## src/rtl/fp_pkg.sv

```systemverilog
// Shared types and constants for the float/int32 converter and the fpu datapath.
package fp_pkg;

  typedef enum logic [1:0] {
    IDLE,
    LOAD,
    NORM,
    FIN
  } state_t;

  localparam logic [7:0]  BIAS        = 8'd127;
  localparam logic [7:0]  EXP_INT_MAX = 8'd158;
  localparam logic [7:0]  EXP_SPECIAL = 8'd255;
  localparam logic [31:0] INT_POS_SAT = 32'h7FFF_FFFF;
  localparam logic [31:0] INT_NEG_SAT = 32'h8000_0000;

  typedef struct packed {
    logic        sign;
    logic [7:0]  exp;
    logic [22:0] frac;
    logic [23:0] sig;       // significand with hidden bit restored
    logic        is_zero;
    logic        is_denorm;
    logic        is_inf;
    logic        is_nan;
  } fp_fields_t;

  function automatic logic [31:0] neg32(input logic [31:0] x);
    return ~x + 32'd1;
  endfunction

endpackage

```

## src/rtl/fp_unpack.sv

```systemverilog
// Combinational split of a binary32 word into fields and class flags.
module fp_unpack
  import fp_pkg::*;
(
  input  logic [31:0] a,
  output fp_fields_t  f
);

  logic exp_zero;
  logic exp_max;
  logic frac_zero;

  always_comb begin
    exp_zero    = (a[30:23] == 8'd0);
    exp_max     = (a[30:23] == EXP_SPECIAL);
    frac_zero   = (a[22:0] == 23'd0);
    f.sign      = a[31];
    f.exp       = a[30:23];
    f.frac      = a[22:0];
    f.sig       = {~exp_zero, a[22:0]};
    f.is_zero   = exp_zero & frac_zero;
    f.is_denorm = exp_zero & ~frac_zero;
    f.is_inf    = exp_max & frac_zero;
    f.is_nan    = exp_max & ~frac_zero;
  end

endmodule

```

## src/rtl/fp_cvt.sv

```systemverilog
// Multi-cycle int32 <-> binary32 converter, truncating, one shift per cycle.
module fp_cvt
  import fp_pkg::*;
(
  input  logic        clk,
  input  logic        rst,
  input  logic        start,
  input  logic        op,
  input  logic [31:0] A,
  output logic        ready,
  output logic [31:0] C
);

  state_t      state_q, state_n;
  logic        op_q, op_n;
  logic [31:0] a_q, a_n;
  logic        sign_q, sign_n;
  logic [31:0] mag_q, mag_n;
  logic [7:0]  exp_q, exp_n;
  logic [4:0]  cnt_q, cnt_n;
  logic        spec_q, spec_n;
  logic [31:0] spec_val_q, spec_val_n;
  logic [31:0] c_q, c_n;

  fp_fields_t  uf;
  logic [7:0]  exp_gap;

  fp_unpack u_unpack (
    .a (a_q),
    .f (uf)
  );

  always_comb begin
    state_n    = state_q;
    op_n       = op_q;
    a_n        = a_q;
    sign_n     = sign_q;
    mag_n      = mag_q;
    exp_n      = exp_q;
    cnt_n      = cnt_q;
    spec_n     = spec_q;
    spec_val_n = spec_val_q;
    c_n        = c_q;
    exp_gap    = EXP_INT_MAX - uf.exp;

    case (state_q)
      IDLE: begin
        if (start) begin
          a_n     = A;
          op_n    = op;
          state_n = LOAD;
        end
      end

      LOAD: begin
        state_n    = NORM;
        spec_n     = 1'b0;
        spec_val_n = '0;
        cnt_n      = '0;
        exp_n      = '0;
        mag_n      = '0;
        sign_n     = 1'b0;
        if (!op_q) begin
          sign_n = a_q[31];
          mag_n  = a_q[31] ? neg32(a_q) : a_q;
          exp_n  = EXP_INT_MAX;
          if (a_q == '0) begin
            spec_n = 1'b1;
          end
        end else begin
          sign_n = uf.sign;
          // Special and out-of-range results are fixed here; NORM then passes straight through.
          if (uf.is_nan) begin
            spec_n     = 1'b1;
            spec_val_n = INT_POS_SAT;
          end else if (uf.is_inf || uf.exp >= EXP_INT_MAX) begin
            spec_n     = 1'b1;
            spec_val_n = uf.sign ? INT_NEG_SAT : INT_POS_SAT;
          end else if (uf.exp < BIAS) begin
            spec_n     = 1'b1;
          end else begin
            mag_n = {uf.sig, 8'd0};
            cnt_n = exp_gap[4:0];
          end
        end
      end

      NORM: begin
        if (spec_q) begin
          state_n = FIN;
        end else if (!op_q) begin
          if (mag_q[31]) begin
            state_n = FIN;
          end else begin
            mag_n = {mag_q[30:0], 1'b0};
            exp_n = exp_q - 8'd1;
          end
        end else begin
          if (cnt_q == 5'd0) begin
            state_n = FIN;
          end else begin
            mag_n = {1'b0, mag_q[31:1]};
            cnt_n = cnt_q - 5'd1;
          end
        end
      end

      FIN: begin
        if (spec_q) begin
          c_n = spec_val_q;
        end else if (!op_q) begin
          c_n = {sign_q, exp_q, mag_q[30:8]};
        end else begin
          c_n = sign_q ? neg32(mag_q) : mag_q;
        end
        state_n = IDLE;
      end

      default: state_n = IDLE;
    endcase
  end

  always_ff @(posedge clk) begin
    if (rst) begin
      state_q    <= IDLE;
      op_q       <= 1'b0;
      a_q        <= '0;
      sign_q     <= 1'b0;
      mag_q      <= '0;
      exp_q      <= '0;
      cnt_q      <= '0;
      spec_q     <= 1'b0;
      spec_val_q <= '0;
      c_q        <= '0;
    end else begin
      state_q    <= state_n;
      op_q       <= op_n;
      a_q        <= a_n;
      sign_q     <= sign_n;
      mag_q      <= mag_n;
      exp_q      <= exp_n;
      cnt_q      <= cnt_n;
      spec_q     <= spec_n;
      spec_val_q <= spec_val_n;
      c_q        <= c_n;
    end
  end

  assign ready = (state_q == IDLE);
  assign C     = c_q;

endmodule

```

## config.mk

```make
export PLATFORM = sky130hd
export DESIGN_NAME = fp_cvt
export DESIGN_NICKNAME = d
export VERILOG_FILES = /design/src/rtl/fp_pkg.sv /design/src/rtl/fp_unpack.sv /design/src/rtl/fp_cvt.sv
export SDC_FILE = /design/constraint.sdc
export NUM_CORES = 1
export LEC_CHECK = 0
export ABC_AREA = 0
export BUFFER_PORTS_ARGS = -buffer_cell sky130_fd_sc_hd__buf_2
export CORE_ASPECT_RATIO = 1.5
export CORE_MARGIN = 1.5
export CORE_UTILIZATION = 60
export DETAILED_ROUTE_END_ITERATION = 8
export GPL_ROUTABILITY_DRIVEN = 0
export PLACE_DENSITY_LB_ADDON = 0.15
export SLEW_MARGIN = 15
export SYNTH_ARGS = -nofsm -noshare
export SYNTH_HDL_FRONTEND = slang
export SYNTH_HIERARCHICAL = 1
export SYNTH_SLANG_ARGS = --single-unit
```

## constraint.sdc

```tcl
create_clock -name clk -period 4.6 [get_ports clk]
set_clock_uncertainty 0.1 [all_clocks]
set_input_delay 0.92 -clock clk [delete_from_list [all_inputs] [get_ports clk]]
set_output_delay 0.92 -clock clk [all_outputs]
set_load 0.05 [all_outputs]
```

; Yosys cells after proc, flatten, opt, wreduce, memory -nomap -nowiden
; Index checks and enable logic that the tools add are counted.
[op_classes]
addsub = 5
magnitude_cmp = 2
n_eq_ne = 14
n_mux = 41
bitwise_logic = 6
reduce_logical = 13
[ops]
columns = operator, n
row1 = two-way mux 32 bit, 16
row2 = "adder 32 x 1 -> 32 bit, second input constant", 2
row3 = NOT 32 bit, 2
row4 = case mux 32 bit (2 select lines), 1
row5 = two-way mux 5 bit, 7
row6 = zero test 32 bit, 1
row7 = two-way mux 8 bit, 4
row8 = zero test 23 bit, 1
row9 = case mux 8 bit (2 select lines), 1
row10 = "inequality test 2 bit, second input constant", 6
row11 = AND reduction 4 bit, 3
row12 = two-way mux 2 bit, 5
row13 = case mux 5 bit (2 select lines), 1
row14 = "equality test 8 bit, second input constant", 1
row15 = "greater-or-equal comparator 8 bit, second input constant", 1
row16 = zero test 8 bit, 1
row17 = "less-than comparator 8 x 7 -> 1 bit, second input constant", 1
row18 = "inequality test 4 bit, second input constant", 2
row19 = case mux 2 bit (4 select lines), 1
row20 = "subtractor 8 x 1 -> 8 bit, second input constant", 1
row21 = "inequality test 3 bit, second input constant", 2
row22 = AND reduction 3 bit, 2
row23 = zero test 5 bit, 1
row24 = two-way mux 1 bit, 5
row25 = 10 further kinds, 13
[word_totals]
register_bits = 146
output_inout_bits = 33
wordCells = 92

; Logic depth before layout (Yosys ltp)
; Gate-level depths: netlist of the first run.
[logic_depth]
word_depth = 7
mapped_depth = 10
ltp_nobuf = 8

; By module
; Netlist of the first run, hierarchy kept.
[modules_own_cells]
columns = mod, instances, cells_per_inst, area_per_inst_um2
row1 = fp_cvt, 1, 980, 7402.1
row2 = fp_unpack, 1, 75, 549.3

; Worst setup path after synthesis of the first run
; OpenSTA, ideal clock, no wires.
[synth_path]
path_type = reg-to-reg
startpoint = register cnt_q[0]
endpoint = register mag_q[18]
t_arrival_ns = 2.296
required_ns = 4.383
path_slack_ns = 2.087
stages_incl_launch_ff = 11
period_less_slack_ns = 2.513
path_cell_list = dfxtp_1 > inv_1 > ha_1 > or4b_2 > clkbuf_1 > a311o_1 > clkbuf_1 > clkbuf_1 > nor2_1 > nor2_1 > a22o_1
[synth_via]
elab_chain_cells = 3
[synth_rtl]
columns = item, line_no
row1 = start: declaration, fp_cvt.sv:20  ; logic [4:0] cnt_q, cnt_n;
row2 = start signal: assignment, fp_cvt.sv:142  ; cnt_q <= cnt_n;
row3 = zero test 5 bit, fp_cvt.sv:99  ; if (cnt_q == 5'd0) begin
row4 = inequality test 3 bit (no source line), -
row5 = AND reduction 4 bit (no source line), -
row6 = end signal: assignment, fp_cvt.sv:140  ; mag_q <= mag_n;
row7 = end: declaration, fp_cvt.sv:18  ; logic [31:0] mag_q, mag_n;
; No other way between the ends.
; A chain may end at the register's enable or synchronous reset.

; Worst setup path after layout of the first run
[layout_path]
startpoint = register state_q[0]
endpoint = register mag_q[18]
[layout_via]
elab_chain_cells = 3
[layout_rtl]
columns = item, line_no
row1 = start: declaration, fp_cvt.sv:14  ; state_t state_q, state_n;
row2 = start signal: assignment, fp_cvt.sv:136  ; state_q <= state_n;
row3 = equality test 2 bit or equality test 2 x 1 -> 1 bit (tied branches), fp_cvt.sv:46  ; case (state_q)
row4 = "inequality test 3 bit (no source line), or another cell as far along", -
row5 = AND reduction 4 bit (no source line), -
; Parallel ways exist; a longest one is shown, timed or not.

==> flow_summary.ini, run 1 <==
[die]
initial_core_util = 0.618
ioPinCount = 69
row_count = 50
core_sq_mm = 0.0126
die_h_um = 142
dieArea_sq_mm = 0.0137
die_width_um = 95.9

[global_routing]
grt_pass1_vias = 7092
grt_max_degree = 64
grt_pass1_wl_um = 36700
antenna_found_initial = 0
grt_use_total = 0.346
grt_overflow = 0

[cts]
clock_latency_ns = 0.42
root_buffer = clkbuf_16
cts_sinks = 116
cts_buffers = 17
cts_tree = built
clk_pin_slew_worst_paths_ns = 0.05
ctsHtreeMaxLevel = 4
cts_buffer_depth = 2
ctsHoldBuffers = 0
post_cts_buffers = 0
cts_resized = 0

[layout]
num_antenna_cells = 0
final_util = 0.669
fin_area_sq_mm = 0.00841
multi_input_area_sq_mm = 0.00475
syn_to_final_growth_pct = 8.21
seq_area_sq_mm = 0.00232
fill_cells = 1147
finalNetCount = 1052
drive_gt1_frac = 0.145

[drt]
vias_per_cell = 6.70
postRouteAntennaNets = 0
drc = 0
wire_per_inst_um = 19.6
drtIter0Drc = 878
wirelength_um = 22900
vias = 7855
dr.pass1.iters = 5

[timing]
setup_viol_count_final = 0
hold_ws_ns = 0.386
fmax_mhz = 312
rsz0062_at_grt = false
tns_ns = 0
finalWorstSetupSlack_ns = 1.40
report.final.slew_viol_count = 0
relSlewSlack = 0.205
tightestPinTransition_ns = 1.19
fin_crit_ns = 3.20
fin_crit_sh = 0.696
final_hold_viol_count = 0

[worst_setup_path]
required_ns = 4.81
rrSetupSlack_ns = 1.40
path_cells = inv_1 -> ha_1 -> nor2b_1 -> a311o_1 -> o21ai_0 -> a21o_1 -> a22o_1
arrival_ns = 3.41
reg2reg_depth = 7
timing.rr.end = mag_q[18]
cp_max_fo = 26
r2r-start = state_q[0]
cp-start-kind = register
worstSetupPathType = register to register
critPathMaxStageDelay_ns = 0.86
cp_slowest_cell = a311o_1
end_kind = register
crit_start = state_q[0]

[placement]
place_hpwl_um = 15600
placed_area_sq_mm = 0.00781
dp_slack_ns = 1.47
portBuffers = 68

[hold_path]
hp-class = register to register
whs_endpoint = C[4]
hold_path.startpoint = C[4]
hold_depth = 2

[power_and_ir_drop]
power_density_mw_per_mm2 = 691
ir_worst_vdd_uv = 292
leakage_nw = 3.09

[status]
run_status = finished, final reports clean

[synthesis]
syn_nets = 1078
syn_area_per_cell_sq_um = 7.54
netlist_instances = 1030
yosys_warnings = 6
syn_area_sq_mm = 0.00777

[flow_run]
max_cap_violations = 0
==> power breakdown <==
part           internal, W  switching (W)
logic              0.00101        0.00177
clock network     0.000874       0.000471
registers          0.00124       0.000438
total              0.00312        0.00268
==> sequential cells by signal, summed over array words and instances, names as in the netlist, 2 cells and up <==
name,cells
a_q,32
mag_q,32
state_q,2
exp_q,8
C,32
cnt_q,5
spec_val_q,2
==> worst max-delay path by stage <==
stage                           end
after global routing      mag_q[18]
after detailed placement  mag_q[18]
after floorplan           mag_q[18]
final                     mag_q[18]
after global placement    mag_q[18]
after CTS                 mag_q[18]
==> layout make-up <==
type | instances | area share
clock buffer | 22 | 0.0552
clock inverter | 10 | 0.0155
inverter | 29 | 0.0129
multi-input combinational | 759 | 0.565
sequential | 116 | 0.276
tap | 156 | 0.0232
timing repair buffer | 81 | 0.0521
==> through the flow <==
step / cells / power (W)
6_report: 1173 / 0.00581
5_1_grt: 1173 / 0.00615
4_1_cts: 1173 / 0.00574
3_5_place_dp: 1141 / 0.00438
3_3_place_gp: 1141 / 0.00435
2_1_floorplan: 1030 / 0.00378
==> worst max-delay path: cells and delay by family (launching register included) <==
| family | cells | cell delay [ns] |
|---|---|---|
| flip-flops | 1 | 0.38 |
| buffers and inverters | 1 | 0.09 |
| AO/OA/AOI/OAI | 4 | 1.50 |
| AND/OR/NAND/NOR | 1 | 0.62 |
| adder cells (fa/ha/maj) | 1 | 0.39 |
==> cells in the final DEF (no fill, tap or decap), drive strengths merged, types with 17 or more instances in the layout <==
cell	instances
nor2	78
a211oi	20
a21oi	106
nor3	31
nor3b	18
inv	29
nand2	109
clkbuf	22
xnor2	23
a221oi	17
or3	18
buf	81
nand3	20
xor2	26
dfxtp	116
nor4	17
o31ai	19
o21ai	59
==> routing by layer <==
layer | vias to the layer above | GRT usage | share of wire
met1 | 3634 | 0.424 | 0.39
met3 | 94 | 0.0652 | 0.074
met5 | - | 0 | 0
met2 | 447 | 0.549 | 0.48
li1 | 3680 | - | -
met4 | 0 | 0.216 | 0.055
Note: power is estimated with default switching activity, not from simulation.
==> run 2, diff against run 1 <==
--- a/config.mk
+++ b/config.mk
@@ -5,7 +5,7 @@
 export SDC_FILE = /design/constraint.sdc
 export NUM_CORES = 1
 export LEC_CHECK = 0
-export ABC_AREA = 0
+export ABC_AREA = 1
 export BUFFER_PORTS_ARGS = -buffer_cell sky130_fd_sc_hd__buf_2
 export CORE_ASPECT_RATIO = 1.5
 export CORE_MARGIN = 1.5
==> constraint.sdc (replaced) <==
create_clock -name clk -period 3.22 [get_ports clk]
set_clock_uncertainty 0.1 [all_clocks]
set_input_delay 0.644 -clock clk [delete_from_list [all_inputs] [get_ports clk]]
set_output_delay 0.644 -clock clk [all_outputs]
set_load 0.05 [all_outputs]
==> run 2 against run 1 <==
  * Clock-buffer cell count shrank 2
  * Combinational power is 98% higher
  * Synthesized cell count is 29% higher
  * Wire length rose by 1.5%
  * Sequential share of layout area fell by 1.3 points
  * Critical endpoint is now mag_q[16]
  * Largest power group unchanged
==> flow_summary.ini, run 2 <==
[synthesis]
syn_nets = 1378
syn_area_sq_mm = 0.00811
syn_area_per_cell_sq_um = 6.10
yosys_warnings = 6
netlist_instances = 1330

[global_routing]
antenna_found_initial = 0
grt_overflow = 0
grt_pass1_vias = 8138
grt_use_total = 0.329
grt_max_degree = 67
grt_pass1_wl_um = 38900

[drt]
vias_per_cell = 5.97
dr.pass1.iters = 6
drc = 0
wirelength_um = 23300
vias = 8953
wire_per_inst_um = 15.5
postRouteAntennaNets = 0
drtIter0Drc = 773

[hold_path]
hp-class = register to register

[worst_setup_path]
critPathMaxStageDelay_ns = 0.35
critPathBufInv = 4
cp-start-kind = register
crit_end = mag_q[16]
worstSetupPathType = register to register
cp_slowest_cell = dfxtp_1
r2r-start = state_q[0]
end_kind = register
rrSetupSlack_ns = 0.95
reg2reg_depth = 12
worst-path-stages = 12
path_delay_family = simple AND/OR/NAND/NOR gates
crit_start = state_q[0]
required_ns = 3.43
path_cells = inv_1 -> ha_1 -> inv_4 -> nand2_4 -> o21ai_2 -> nand2_1 -> nand2_4 -> inv_6 -> nor2_1 -> nand3_1 -> nand2_1 -> inv_1
arrival_ns = 2.48
cp_max_fo = 36
timing.rr.end = mag_q[16]

[power_and_ir_drop]
power_density_mw_per_mm2 = 1130
leakage_nw = 3.94
ir_worst_vdd_uv = 450
finalPower_w = 0.0100

[cts]
root_buffer = clkbuf_16
clk_pin_slew_worst_paths_ns = 0.05
cts_sinks = 116
clock_latency_ns = 0.42
cts_tree = built
cts_buffers = 17
cts_resized = 0
cts_buffer_depth = 2
ctsHoldBuffers = 0
ctsHtreeMaxLevel = 4
post_cts_buffers = 0

[die]
row_count = 51
core_sq_mm = 0.0131
initial_core_util = 0.620
die_width_um = 98.0
die_h_um = 145
ioPinCount = 69
dieArea_sq_mm = 0.0142

[timing]
report.final.slew_viol_count = 0
rsz0062_at_grt = false
relSlewSlack = 0.373
fin_crit_sh = 0.705
tightestPinTransition_ns = 0.937
setup_viol_count_final = 0
final_hold_viol_count = 0
fin_crit_ns = 2.27
fmax_mhz = 440
finalWorstSetupSlack_ns = 0.949
tns_ns = 0

[placement]
dp_slack_ns = 0.970
portBuffers = 68
place_hpwl_um = 17000

[layout]
multi_input_area_sq_mm = 0.00481
fill_cells = 1260
seq_area_sq_mm = 0.00232
finalNetCount = 1376
syn_to_final_growth_pct = 8.90
num_antenna_cells = 0
final_common_cell = nand2_1
drive_gt1_frac = 0.113
mostFrequentLayoutCells = nand2_1 (301), nor2_1 (148), o21ai_0 (146), a21oi_1 (138), nand3_1 (116)

[flow_run]
max_cap_violations = 0

[status]
run_status = finished, final reports clean
-- run 2: tightest hold or removal path, stage by stage, from the launching register on --
cell and delay, ns:
dfxtp_1 0.30, nand2_1 0.06, a21oi_1 0.06
-- run 2: layer usage --
metal	GRT usage	wire, um	up-vias
li1	-	-	4432
met1	0.413	9520	3989
met2	0.537	10900	444
met3	0.0485	1670	88
met4	0.184	1150	0
met5	0	0	-
-- run 2: how the worst min path moves through the flow --
stage / startpoint / endpoint / slack, ns / depth (start not counted)
2_1_floorplan: exp_q[1] / exp_q[1] / 0.34 / 2
3_3_place_gp: mag_q[30] / mag_q[30] / 0.35 / 2
5_1_grt: spec_val_q[31] / spec_val_q[31] / 0.39 / 2
6_report: C[31] / C[31] / 0.37 / 2
3_5_place_dp: mag_q[30] / mag_q[30] / 0.36 / 2
4_1_cts: mag_q[30] / mag_q[30] / 0.37 / 2
-- run 2: power breakdown --
| part | total (W) | leakage [nW] | switching [W] | internal [W] |
|---|---|---|---|---|
| logic | 0.00553 | 2.67 | 0.00387 | 0.00167 |
| registers | 0.00243 | 0.952 | 0.000541 | 0.00189 |
| clock network | 0.00204 | 0.309 | 0.000659 | 0.00138 |
| total | 0.0100 | 3.94 | 0.00507 | 0.00494 |
-- run 2: layout make-up --
cell class	count	area share
clock buffers	20	0.0506
inverters	113	0.0491
multi-input cells	1001	0.545
well taps	159	0.0225
clock inverters	11	0.0207
flip-flops and latches	116	0.263
repair buffers	79	0.0493
-- run 2: per-stage QoR --
stage	hold WS, ns	instance area [sq um]	std cells	util
3_5_place_dp	0.358	8210	1468	0.627
4_1_cts	0.367	8840	1499	0.675
5_1_grt	0.389	8840	1499	0.675
3_3_place_gp	0.352	8210	1468	0.627
2_1_floorplan	0.343	8110	1330	-
6_report	0.366	8840	1499	0.675
==> run 3, diff against run 2 <==
==> constraint.sdc (replaced) <==
create_clock -name clk -period 2.3 [get_ports clk]
set_clock_uncertainty 0.1 [all_clocks]
set_input_delay 0.46 -clock clk [delete_from_list [all_inputs] [get_ports clk]]
set_output_delay 0.46 -clock clk [all_outputs]
set_load 0.05 [all_outputs]
==> run 3 against run 2 <==
  * Sequential power increased by 37%
  * Critical path type unchanged
  * Non-clock buffer count increased by 24
  * Power increased by 40%
  * Clock power increased by 26%
==> flow_summary.ini, run 3 (synthesis results as in run 2) <==
[cts]
cts_sinks = 116
cts_resized = 0
post_cts_buffers = 0
clock_latency_ns = 0.42
ctsHtreeMaxLevel = 4
cts_buffers = 17
clk_pin_slew_worst_paths_ns = 0.06
root_buffer = clkbuf_16
ctsHoldBuffers = 0
cts_buffer_depth = 2
cts_tree = built

[global_routing]
grt_max_degree = 67
grt_util_met2 = 0.556
antenna_found_initial = 0
grt_pass1_vias = 8297
use_met1 = 0.418
grt_overflow = 0
grt_pass1_wl_um = 39700
grt_use_total = 0.336
globalRouteMet3Util = 0.0514
top_usage_layer = met2

[placement]
portBuffers = 68
dp_slack_ns = 0.209
place_hpwl_um = 17400
placed_area_sq_mm = 0.00841

[layout]
drive_gt1_frac = 0.128
final_common_cell = nand2_1
mostFrequentLayoutCells = nand2_1 (301), nor2_1 (148), o21ai_0 (146), a21oi_1 (138), nand3_1 (116)
num_antenna_cells = 0
syn_to_final_growth_pct = 10.7
fin_area_sq_mm = 0.00898
finalNetCount = 1400

[timing]
hold_ws_ns = 0.196
setup_viol_count_final = 0
final_hold_viol_count = 0
report.final.slew_viol_count = 0
fin_crit_ns = 2.11
tightestPinTransition_ns = 0.592
fmax_mhz = 473
rsz0062_at_grt = false
relSlewSlack = 0.605
fin_crit_sh = 0.918
tns_ns = 0
finalWorstSetupSlack_ns = 0.188

[worst_setup_path]
cp-start-kind = register
arrival_ns = 2.38
critPathMaxStageDelay_ns = 0.37
required_ns = 2.56
worstSetupPathType = register to register
cp_slowest_cell = dfxtp_1
cp_max_fo = 9
path_cells = nor2_1 -> nand2_1 -> nor2_1 -> nand3_2 -> nand2_1 -> inv_1 -> inv_1 -> nand3_2 -> nor2_4 -> nand3_1 -> nand3_1 -> nand2_1 -> inv_1
end_kind = register

[die]
initial_core_util = 0.620
die_width_um = 98.0
core_sq_mm = 0.0131
dieArea_sq_mm = 0.0142
die_h_um = 145
row_count = 51
ioPinCount = 69

[drt]
drc = 0
wire_per_inst_um = 15.8
vias_per_cell = 6.04
vias = 9203
drtIter0Drc = 837
wirelength_um = 24000
postRouteAntennaNets = 0
dr.pass1.iters = 8

[flow_run]
max_cap_violations = 0

[power_and_ir_drop]
ir_worst_vdd_uv = 816
leakage_nw = 4.03
power_density_mw_per_mm2 = 1560
finalPower_w = 0.0140

[hold_path]
hp-class = primary input to register

[status]
run_status = finished, final reports clean
run 3: cell count changes in the layout (fill, tap and decap cells not counted):
| cell | delta |
|---|---|
| buf_12 | +2 |
| buf_4 | +22 |
| clkbuf_8 | +1 |
| clkinvlp_4 | +2 |
| bufinv_16 | -3 |
run 3: per-layer routing:
layer,part of all wire,routed length (um)
met4,0.054,1300
met3,0.081,1960
met2,0.47,11400
met1,0.39,9390
met5,0,0
run 3: worst max-delay path, delay by kind of cell (launching register included):
kind | cells | cell delay (ns)
and+or+nand+nor | 10 | 1.38
buffers and inverters | 3 | 0.20
DFF | 1 | 0.37
run 3: stage by stage:
step	cells	util
global placement	1492	0.643
detailed placement	1492	0.643
global route	1523	0.686
floorplan	1330	-
CTS	1523	0.686
finish	1523	0.686
run 3: final timing paths:
path,start,endpoint,slack (ns),cells past startpoint
worst max-delay path,a_q[20],mag_q[29],0.19,13
worst min-delay path,A[10],a_q[10],0.20,3
worst max register to register,a_q[20],mag_q[29],0.19,13
worst min register to register,exp_q[1],exp_q[1],0.37,2
run 3: cell type report:
cell class              count  area, sq um
inverters                 113          434
well taps                 159          199
multi-input cells        1001         4810
clock buffers              21          460
flip-flops and latches    116         2320
repair buffers            103          641
fillers                  1264         4100
clock inverters            10          108
run 3: power breakdown:
part,internal [W],switching (W)
clock,0.00163,0.000944
sequential,0.00265,0.000677
combinational,0.00251,0.00559
